File: config.mk
export PLATFORM = sky130hd
export DESIGN_NAME = inst_fetch_reg
export DESIGN_NICKNAME = d
export VERILOG_FILES = /design/src/rtl/riscv_pkg.sv /design/src/rtl/inst_fetch_reg_timer.sv /design/src/rtl/inst_fetch_reg.sv
export SDC_FILE = /design/constraint.sdc
export NUM_CORES = 1
export LEC_CHECK = 0
export ABC_AREA = 1
export BUFFER_PORTS_ARGS = -buffer_cell sky130_fd_sc_hd__buf_4
export CAP_MARGIN = 5
export CORE_MARGIN = 8
export CORE_UTILIZATION = 51
export DETAILED_ROUTE_END_ITERATION = 8
export PLACE_DENSITY_LB_ADDON = 0.2
export SYNTH_ARGS = -nofsm -noshare
export SYNTH_HDL_FRONTEND = slang
export SYNTH_SLANG_ARGS = --single-unit
File: constraint.sdc
create_clock -name clock -period 5 [get_ports clock]
set_input_delay 1 -clock clock [delete_from_list [all_inputs] [get_ports clock]]
set_output_delay 1 -clock clock [all_outputs]
set_load 0.02 [all_outputs]
File: src/rtl/riscv_pkg.sv
// Shared fetch-stage definitions: FSM encoding, NOP word, bus response codes.
package riscv_pkg;

  localparam logic [1:0] ST_IDLE = 2'd0;
  localparam logic [1:0] ST_ADDR = 2'd1;
  localparam logic [1:0] ST_DATA = 2'd2;
  localparam logic [1:0] ST_DONE = 2'd3;

  typedef enum logic [1:0] {
    IDLE = ST_IDLE,
    ADDR = ST_ADDR,
    DATA = ST_DATA,
    DONE = ST_DONE
  } fetch_state_e;

  localparam logic [31:0] NOP_INST  = 32'h0000_0013;
  localparam logic [1:0]  RESP_OKAY = 2'b00;

endpackage

File: src/rtl/inst_fetch_reg_timer.sv
// Saturating bus-phase cycle counter for the fetch stage.
module fetch_timer #(
  parameter int CNT_W   = 8,
  parameter int TIMEOUT = 255
) (
  input  logic clk_i,
  input  logic rst_i,
  input  logic clr_i,
  input  logic en_i,
  output logic expired_o
);

  localparam logic [CNT_W-1:0] LAST = CNT_W'(TIMEOUT - 1);

  logic [CNT_W-1:0] cnt_q;
  logic [CNT_W-1:0] cnt_d;

  // expired fires on the TIMEOUT-th enabled cycle, counting the current one
  assign expired_o = en_i && (cnt_q == LAST);

  always_comb begin
    cnt_d = cnt_q;
    if (clr_i)
      cnt_d = '0;
    else if (en_i && cnt_q != LAST)
      cnt_d = cnt_q + 1'b1;
  end

  always_ff @(posedge clk_i or posedge rst_i) begin
    if (rst_i) cnt_q <= '0;
    else       cnt_q <= cnt_d;
  end

endmodule

File: src/rtl/inst_fetch_reg.sv
// Instruction fetch stage: one AXI4-Lite-style read per request, NOP on error.
// Optional FETCH_ALIGN_CHECK_EN rejects misaligned pc without a bus access.
module inst_fetch_reg #(
  parameter int          ADDR_W   = 32,
  parameter logic [31:0] NOP_INST = riscv_pkg::NOP_INST,
  parameter int          TIMEOUT  = 255,
  parameter int          CNT_W    = 8
) (
  input  logic              clock,
  input  logic              resetFetch,
  input  logic              enableFetch,
  input  logic [ADDR_W-1:0] pc,
  output logic              mem_arvalid,
  output logic [ADDR_W-1:0] mem_araddr,
  input  logic              mem_arready,
  input  logic              mem_rvalid,
  input  logic [31:0]       mem_rdata,
  input  logic [1:0]        mem_rresp,
  output logic              mem_rready,
  output logic [31:0]       inst,
  output logic              enableDec,
  output logic              busy,
  output logic              fetch_err,
  output logic              misaligned
);

  import riscv_pkg::*;

  fetch_state_e      state_q;
  logic              arvalid_q;
  logic              rready_q;
  logic [ADDR_W-1:0] araddr_q;
  logic [31:0]       inst_q;
  logic              dec_q;
  logic              busy_q;
  logic              err_q;
  logic              mis_q;
  logic              tmo;
  logic              start;

  assign start = (state_q == IDLE) && enableFetch;

  fetch_timer #(
    .CNT_W   (CNT_W),
    .TIMEOUT (TIMEOUT)
  ) u_timer (
    .clk_i     (clock),
    .rst_i     (resetFetch),
    .clr_i     (start),
    .en_i      ((state_q == ADDR) || (state_q == DATA)),
    .expired_o (tmo)
  );

  always_ff @(posedge clock or posedge resetFetch) begin
    if (resetFetch) begin
      state_q   <= IDLE;
      arvalid_q <= 1'b0;
      rready_q  <= 1'b0;
      araddr_q  <= '0;
      inst_q    <= NOP_INST;
      dec_q     <= 1'b0;
      busy_q    <= 1'b0;
      err_q     <= 1'b0;
      mis_q     <= 1'b0;
    end else begin
      dec_q <= 1'b0;
      unique case (state_q)
        IDLE: begin
          if (enableFetch) begin
            err_q  <= 1'b0;
            mis_q  <= 1'b0;
            busy_q <= 1'b1;
`ifdef FETCH_ALIGN_CHECK_EN
            araddr_q <= pc;
            if (pc[1:0] != 2'b00) begin
              inst_q  <= NOP_INST;
              mis_q   <= 1'b1;
              err_q   <= 1'b1;
              dec_q   <= 1'b1;
              state_q <= DONE;
            end else begin
              arvalid_q <= 1'b1;
              state_q   <= ADDR;
            end
`else
            araddr_q  <= pc & ~ADDR_W'(3);
            arvalid_q <= 1'b1;
            state_q   <= ADDR;
`endif
          end
        end
        ADDR: begin
          // handshake takes priority over a coinciding timeout
          if (mem_arready) begin
            arvalid_q <= 1'b0;
            rready_q  <= 1'b1;
            state_q   <= DATA;
          end else if (tmo) begin
            arvalid_q <= 1'b0;
            inst_q    <= NOP_INST;
            err_q     <= 1'b1;
            dec_q     <= 1'b1;
            state_q   <= DONE;
          end
        end
        DATA: begin
          if (mem_rvalid) begin
            rready_q <= 1'b0;
            dec_q    <= 1'b1;
            state_q  <= DONE;
            if (mem_rresp == RESP_OKAY) begin
              inst_q <= mem_rdata;
            end else begin
              inst_q <= NOP_INST;
              err_q  <= 1'b1;
            end
          end else if (tmo) begin
            rready_q <= 1'b0;
            inst_q   <= NOP_INST;
            err_q    <= 1'b1;
            dec_q    <= 1'b1;
            state_q  <= DONE;
          end
        end
        DONE: begin
          busy_q  <= 1'b0;
          state_q <= IDLE;
        end
        default: state_q <= IDLE;
      endcase
    end
  end

  assign mem_arvalid = arvalid_q;
  assign mem_araddr  = araddr_q;
  assign mem_rready  = rready_q;
  assign inst        = inst_q;
  assign enableDec   = dec_q;
  assign busy        = busy_q;
  assign fetch_err   = err_q;
  assign misaligned  = mis_q;

endmodule

## Word level (Yosys, flattened, before mapping)

Index checks and enable logic that the tools add are counted.

| word-level totals | value |
|---|---|
| bits in registers | 77 |
| input port bits | 71 |
| output and inout bits | 70 |
| logic and storage cells | 68 |

| cells by class | value |
|---|---|
| add/sub/neg operators | 1 |
| equal/unequal tests | 11 |
| multiplexer cells | 30 |
| reductions and logical operators | 17 |

Operators with widths:

| cell | count |
|---|---|
| 32-bit 2-to-1 mux | 4 |
| 32-bit case mux with 2 select lines | 1 |
| 8-bit 2-to-1 mux | 2 |
| 1-bit 2-to-1 mux | 13 |
| 3-bit inequality test (second input constant) | 3 |
| 8-bit by 1-bit adder with 8-bit output (second input constant) | 1 |
| 8-bit equality test (second input constant) | 1 |
| 2-bit 2-to-1 mux | 4 |
| 8-bit inequality test (second input constant) | 1 |
| 1-bit case mux with 2 select lines | 4 |
| 2-bit case mux with 4 select lines | 1 |
| 2-bit nonzero test | 4 |
| 2-bit inequality test (second input constant) | 3 |
| 2-bit AND reduction | 3 |
| 3-bit AND reduction | 2 |
| 2-bit equality test (second input constant) | 2 |
| 2-bit logical NOT | 2 |
| 4-bit AND reduction | 1 |
| 1-bit logical AND | 3 |
| 1-bit case mux with 3 select lines | 1 |
| 3-bit nonzero test | 1 |
| 2-bit by 1-bit equality test with 1-bit output (second input constant) | 1 |
| 1-bit logical OR | 1 |

## Logic depth before layout (Yosys ltp)

| logic depth | value |
|---|---|
| depth in word-level cells | 6 |
| depth in mapped cells | 10 |
| gate-level depth less buffers | 10 |

## By module

From an unflattened synthesis, not the netlist that was laid out.

| second synthesis, totals | value |
|---|---|
| cells, all modules | 432 |
| area, all modules | 3,553.4 um^2 |

By module, submodules not included:

| module | instances | cells each | area each (um^2) | seq. area each (um^2) |
|---|---|---|---|---|
| inst_fetch_reg | 1 | 360 | 3,039.2 | 1,730.4 |
| fetch_timer | 1 | 72 | 514.2 | 200.2 |

## Least setup slack after synthesis

Ideal clock, no wire load.

| path | value |
|---|---|
| path kind | input to register |
| start point | input mem_rvalid |
| end point | register inst_q[10] (netlist: inst[10]) |
| arrival | 1.660 ns |
| data required time | 4.870 ns |
| path slack | 3.210 ns |
| stages on the path | 5 |
| path through | nand2_1 -> inv_1 -> nand4_1 -> clkbuf_1 -> o21ai_1 |

| between the ends | value |
|---|---|
| cells in the longest elaborated chain, start to end | 2 |

Ends and longest elaborated chain:

| item | RTL line | text |
|---|---|---|
| start: declaration | inst_fetch_reg.sv:16 | `input logic mem_rvalid,` |
| 32-bit 2-to-1 mux | inst_fetch_reg.sv:107 | `if (mem_rvalid) begin` |
| 32-bit case mux with 2 select lines | inst_fetch_reg.sv:67 | `unique case (state_q)` |
| end signal: assignment | inst_fetch_reg.sv:112 | `inst_q <= mem_rdata;` |
| end: declaration | inst_fetch_reg.sv:33 | `logic [31:0] inst_q;` |

Every way passes these cells.
A chain may end at the register's enable or synchronous reset.

## Worst setup path after layout

| path | value |
|---|---|
| start point | register state_q[1] |
| end point | register u_timer.cnt_q[6] |

| between the ends | value |
|---|---|
| cells in the longest elaborated chain, start to end | 4 |

Ends and longest elaborated chain:

| item | RTL line | text |
|---|---|---|
| start: declaration | inst_fetch_reg.sv:29 | `fetch_state_e state_q;` |
| start signal: assignment | inst_fetch_reg.sv:56 | `state_q <= IDLE;` |
| start signal: assignment | inst_fetch_reg.sv:88 | `state_q <= ADDR;` |
| start signal: assignment | inst_fetch_reg.sv:97 | `state_q <= DATA;` |
| 2-bit by 1-bit equality test with 1-bit output / 2-bit equality test (equally long branches) | inst_fetch_reg.sv:50 | `.en_i ((state_q == ADDR) \|\| (state_q == DATA)),` |
| 1-bit logical OR | inst_fetch_reg.sv:50 |  |
| 1-bit logical AND | inst_fetch_reg_timer.sv:25 | `else if (en_i && cnt_q != LAST)` |
| 2-bit nonzero test (no line) | n/a |  |
| end signal: assignment | inst_fetch_reg_timer.sv:31 | `else cnt_q <= cnt_d;` |
| end: declaration | inst_fetch_reg_timer.sv:15 | `logic [CNT_W-1:0] cnt_q;` |

Parallel ways exist; a longest one is shown, timed or not.

==> results.md <==
- Status: complete, no violations
- Num rows: 29
- Width of the die: 97.45 um
- Number of global-route vias before repair: 3062
- Post-CTS setup buffer count: 0
- Count of pins over their slew limit: 0
- Slew headroom: 35.83%
- Io pins: 141
- First-pass GRT wire length: 14.51 mm
- Via count: 2932
- Layout cell share with drive strength beyond 1: 32.52%
- Slew @ Worst Pin: 0.9611 ns
- Reg-to-reg critical path startpoint: state_q[1]
- Crit path to: u_timer.cnt_q[6]
- Critical Path Sink Type: flip-flop
- Final worst-path cycle share: 43.93%
- Final setup viols: 0
- Unrepaired setup endpoints after global routing: no
- Final Hold Viols: 0
- Antenna cells: 0
- Startpoint Class: flip-flop
- Worst-Skew Late Latency: 0.35 ns
- # nets final: 606
- CP Class: flip-flop to flip-flop
- WP data arrival: 2.46 ns
- Maximum vdd drop: 0.3506 mV
- Largest net degree at the start of global routing: 48
- Initial Util: 52.98%
- GRT overflow: 0
- Area Growth Syn to Fin: 35.76%
- Chip height: 97.45 um
- Clock Skews: 0.01106 ns
- Yosys warning count: 0
- CTS Buf Count: 9
- Max clock buf depth: 2
- Flop and latch count out of synthesis: 77
- Via/cell ratio: 4.814
- H-tree levels: 3
- Setup TNS after final layout: 0 ns
- CP startpoint: state_q[1]
- Crit path max fanout: 37
- IO buf count: 135
- Drt pass-1 iters: 4
- Synth cell types: 30
- Static Leak: 2.634 nW
- Clock root buffer: clkbuf_8
- Top-area cell type share of the netlist area: 54.73%
- Avg Inst Size Synth: 8.653 um^2
- Tmin final: 2.196 ns
- Hpwl dp: 6.408 mm
- Routed WL: 8.623 mm
- Initial antenna violation count: 0
- Fmax: 455.3 MHz
- PostCTS Resize Cnt: 0
- Worst-path clk slew: 0.08 ns
- Core footprint: 6386 um^2
- Reg-to-Reg End: u_timer.cnt_q[6]
- Final RePlAce weighted congestion: 0.8101
- CTS tree: built
- Residual DRC: 0
- Register area share after synthesis: 57.06%
- Largest cells by area after synthesis: dfrtp_1 (55%), nand2_1 (17%), inv_1 (5.3%)
- Reg2reg setup slack: 2.80 ns
- Crit path required time: 5.27 ns
- Cells after synthesis: 391
- CTS Sinks: 77
- Antenna-violating nets left: 0
- Worst Hold Class: flip-flop to flip-flop
- Wire per inst: 14.16 um
- Cell Area, Synth: 3383 um^2
- Max Cap Viol: 0
- DR iter-0 viols: 133
- Pre-CTS setup slack: 2.488 ns
- Main synth FF type: dfrtp_1
- Full die area: 9497 um^2
- # fillers: 511
- Async SR Flop Fraction: 100.0%
- EDFF count, synth: 0
- Largest area contributor in the netlist: dfrtp_1
- Hold slack final: 0.4790 ns
- P per Cell Area: 537.3 nW/um^2
- CTS Hold Buffers Added: 0
- Tot GR Track Use: 18.73%
- Worst reg2reg path depth: 8
- Fin worst setup slack: 2.804 ns
through the flow:
stage / utilization (%) / area, um^2 / total power, mW / std cells
after CTS: 71.92 / 4593 / 2.498 / 609
after global routing: 71.92 / 4593 / 2.648 / 609
after detailed placement: 69.34 / 4428 / 2.088 / 593
final: 71.92 / 4593 / 2.468 / 609
after global placement: 69.34 / 4428 / 2.048 / 593
after floorplan: - / 3391 / 1.618 / 393
cell families (layout without fill, tap and decap cells):
| family | after synthesis | after routing | synth area share [%] |
|---|---|---|---|
| AND/OR/NAND/NOR | 190 | 190 | 23.19 |
| other | 1 | 3 | 0.1108 |
| buffers and inverters | 66 | 205 | 8.468 |
| AO/OA/AOI/OAI | 47 | 47 | 7.692 |
| flip-flops | 77 | 77 | 57.06 |
| XOR/XNOR | 2 | 2 | 0.5178 |
| adder cells (fa/ha/maj) | 8 | 8 | 2.959 |
cell type report:
type	count	area [um^2]	area share [%]
clock inverter	7	41.29	0.8989
clock buffer	9	123.9	2.697
inverter	51	191.4	4.168
sequential	77	1931	42.03
tap	77	96.34	2.098
multi-input combinational	250	1174	25.55
timing repair buffer	138	1036	22.56
sequential cells by signal, summed over array words and instances (netlist names):
name and cells:
busy 1, fetch_err 1, inst 32, mem_rready 1
mem_araddr 30, u_timer.cnt_q 8, enableDec 1, state_q 2
mem_arvalid 1
cell usage in the layout, fill, tap and decap left out, types with 5 or more instances in the layout:
cell type / synthesis / layout
nand2_1: 153 / 153
buf_4: 3 / 138
dfrtp_1: 74 / 74
inv_1: 48 / 47
o21ai_1: 27 / 27
nor2_1: 14 / 14
nand3_1: 11 / 11
o21ai_0: 9 / 9
clkbuf_8: 0 / 9
ha_1: 8 / 8
clkinv_2: 0 / 5
per-layer routing:
metal	GRT usage (%)	routed length, um	vias up
li1	-	-	1465
met1	20.36	3323	1364
met2	30.63	4377	89
met3	8.819	759	14
met4	7.809	163	0
met5	0	0	-
synth_stat cells, drive strengths merged (2+ instances only):
cell and instances:
a21oi 8, buf 9, clkbuf 6, dfrtp 74
dfstp 3, ha 8, inv 51, nand2 155
nand3 12, nand4 4, nor2 17, o21ai 37
xor2 2
power by group:
part	switching, mW	leakage, nW	internal [mW]
logic	0.664	1.55	0.434
clock network	0.227	0.0889	0.177
registers	0.129	0.995	0.836
worst max-delay path: stages (launching register included):
cell,delay [ns]
dfrtp_1,0.45
inv_1,0.11
ha_1,0.24
nand2_1,0.08
buf_4,0.35
inv_2,0.36
nor2_4,0.27
inv_2,0.08
o21ai_0,0.15
worst min-delay path by stage:
stage,startpoint,to,cells after the start
final,inst[4],inst[4],2
after global routing,mem_araddr[7],mem_araddr[7],2
after CTS,inst[4],inst[4],2
after detailed placement,inst[4],inst[4],2
after global placement,inst[1],inst[1],2
after floorplan,u_timer.cnt_q[7],u_timer.cnt_q[7],2
No activity file was read; power rests on OpenSTA's default activity.
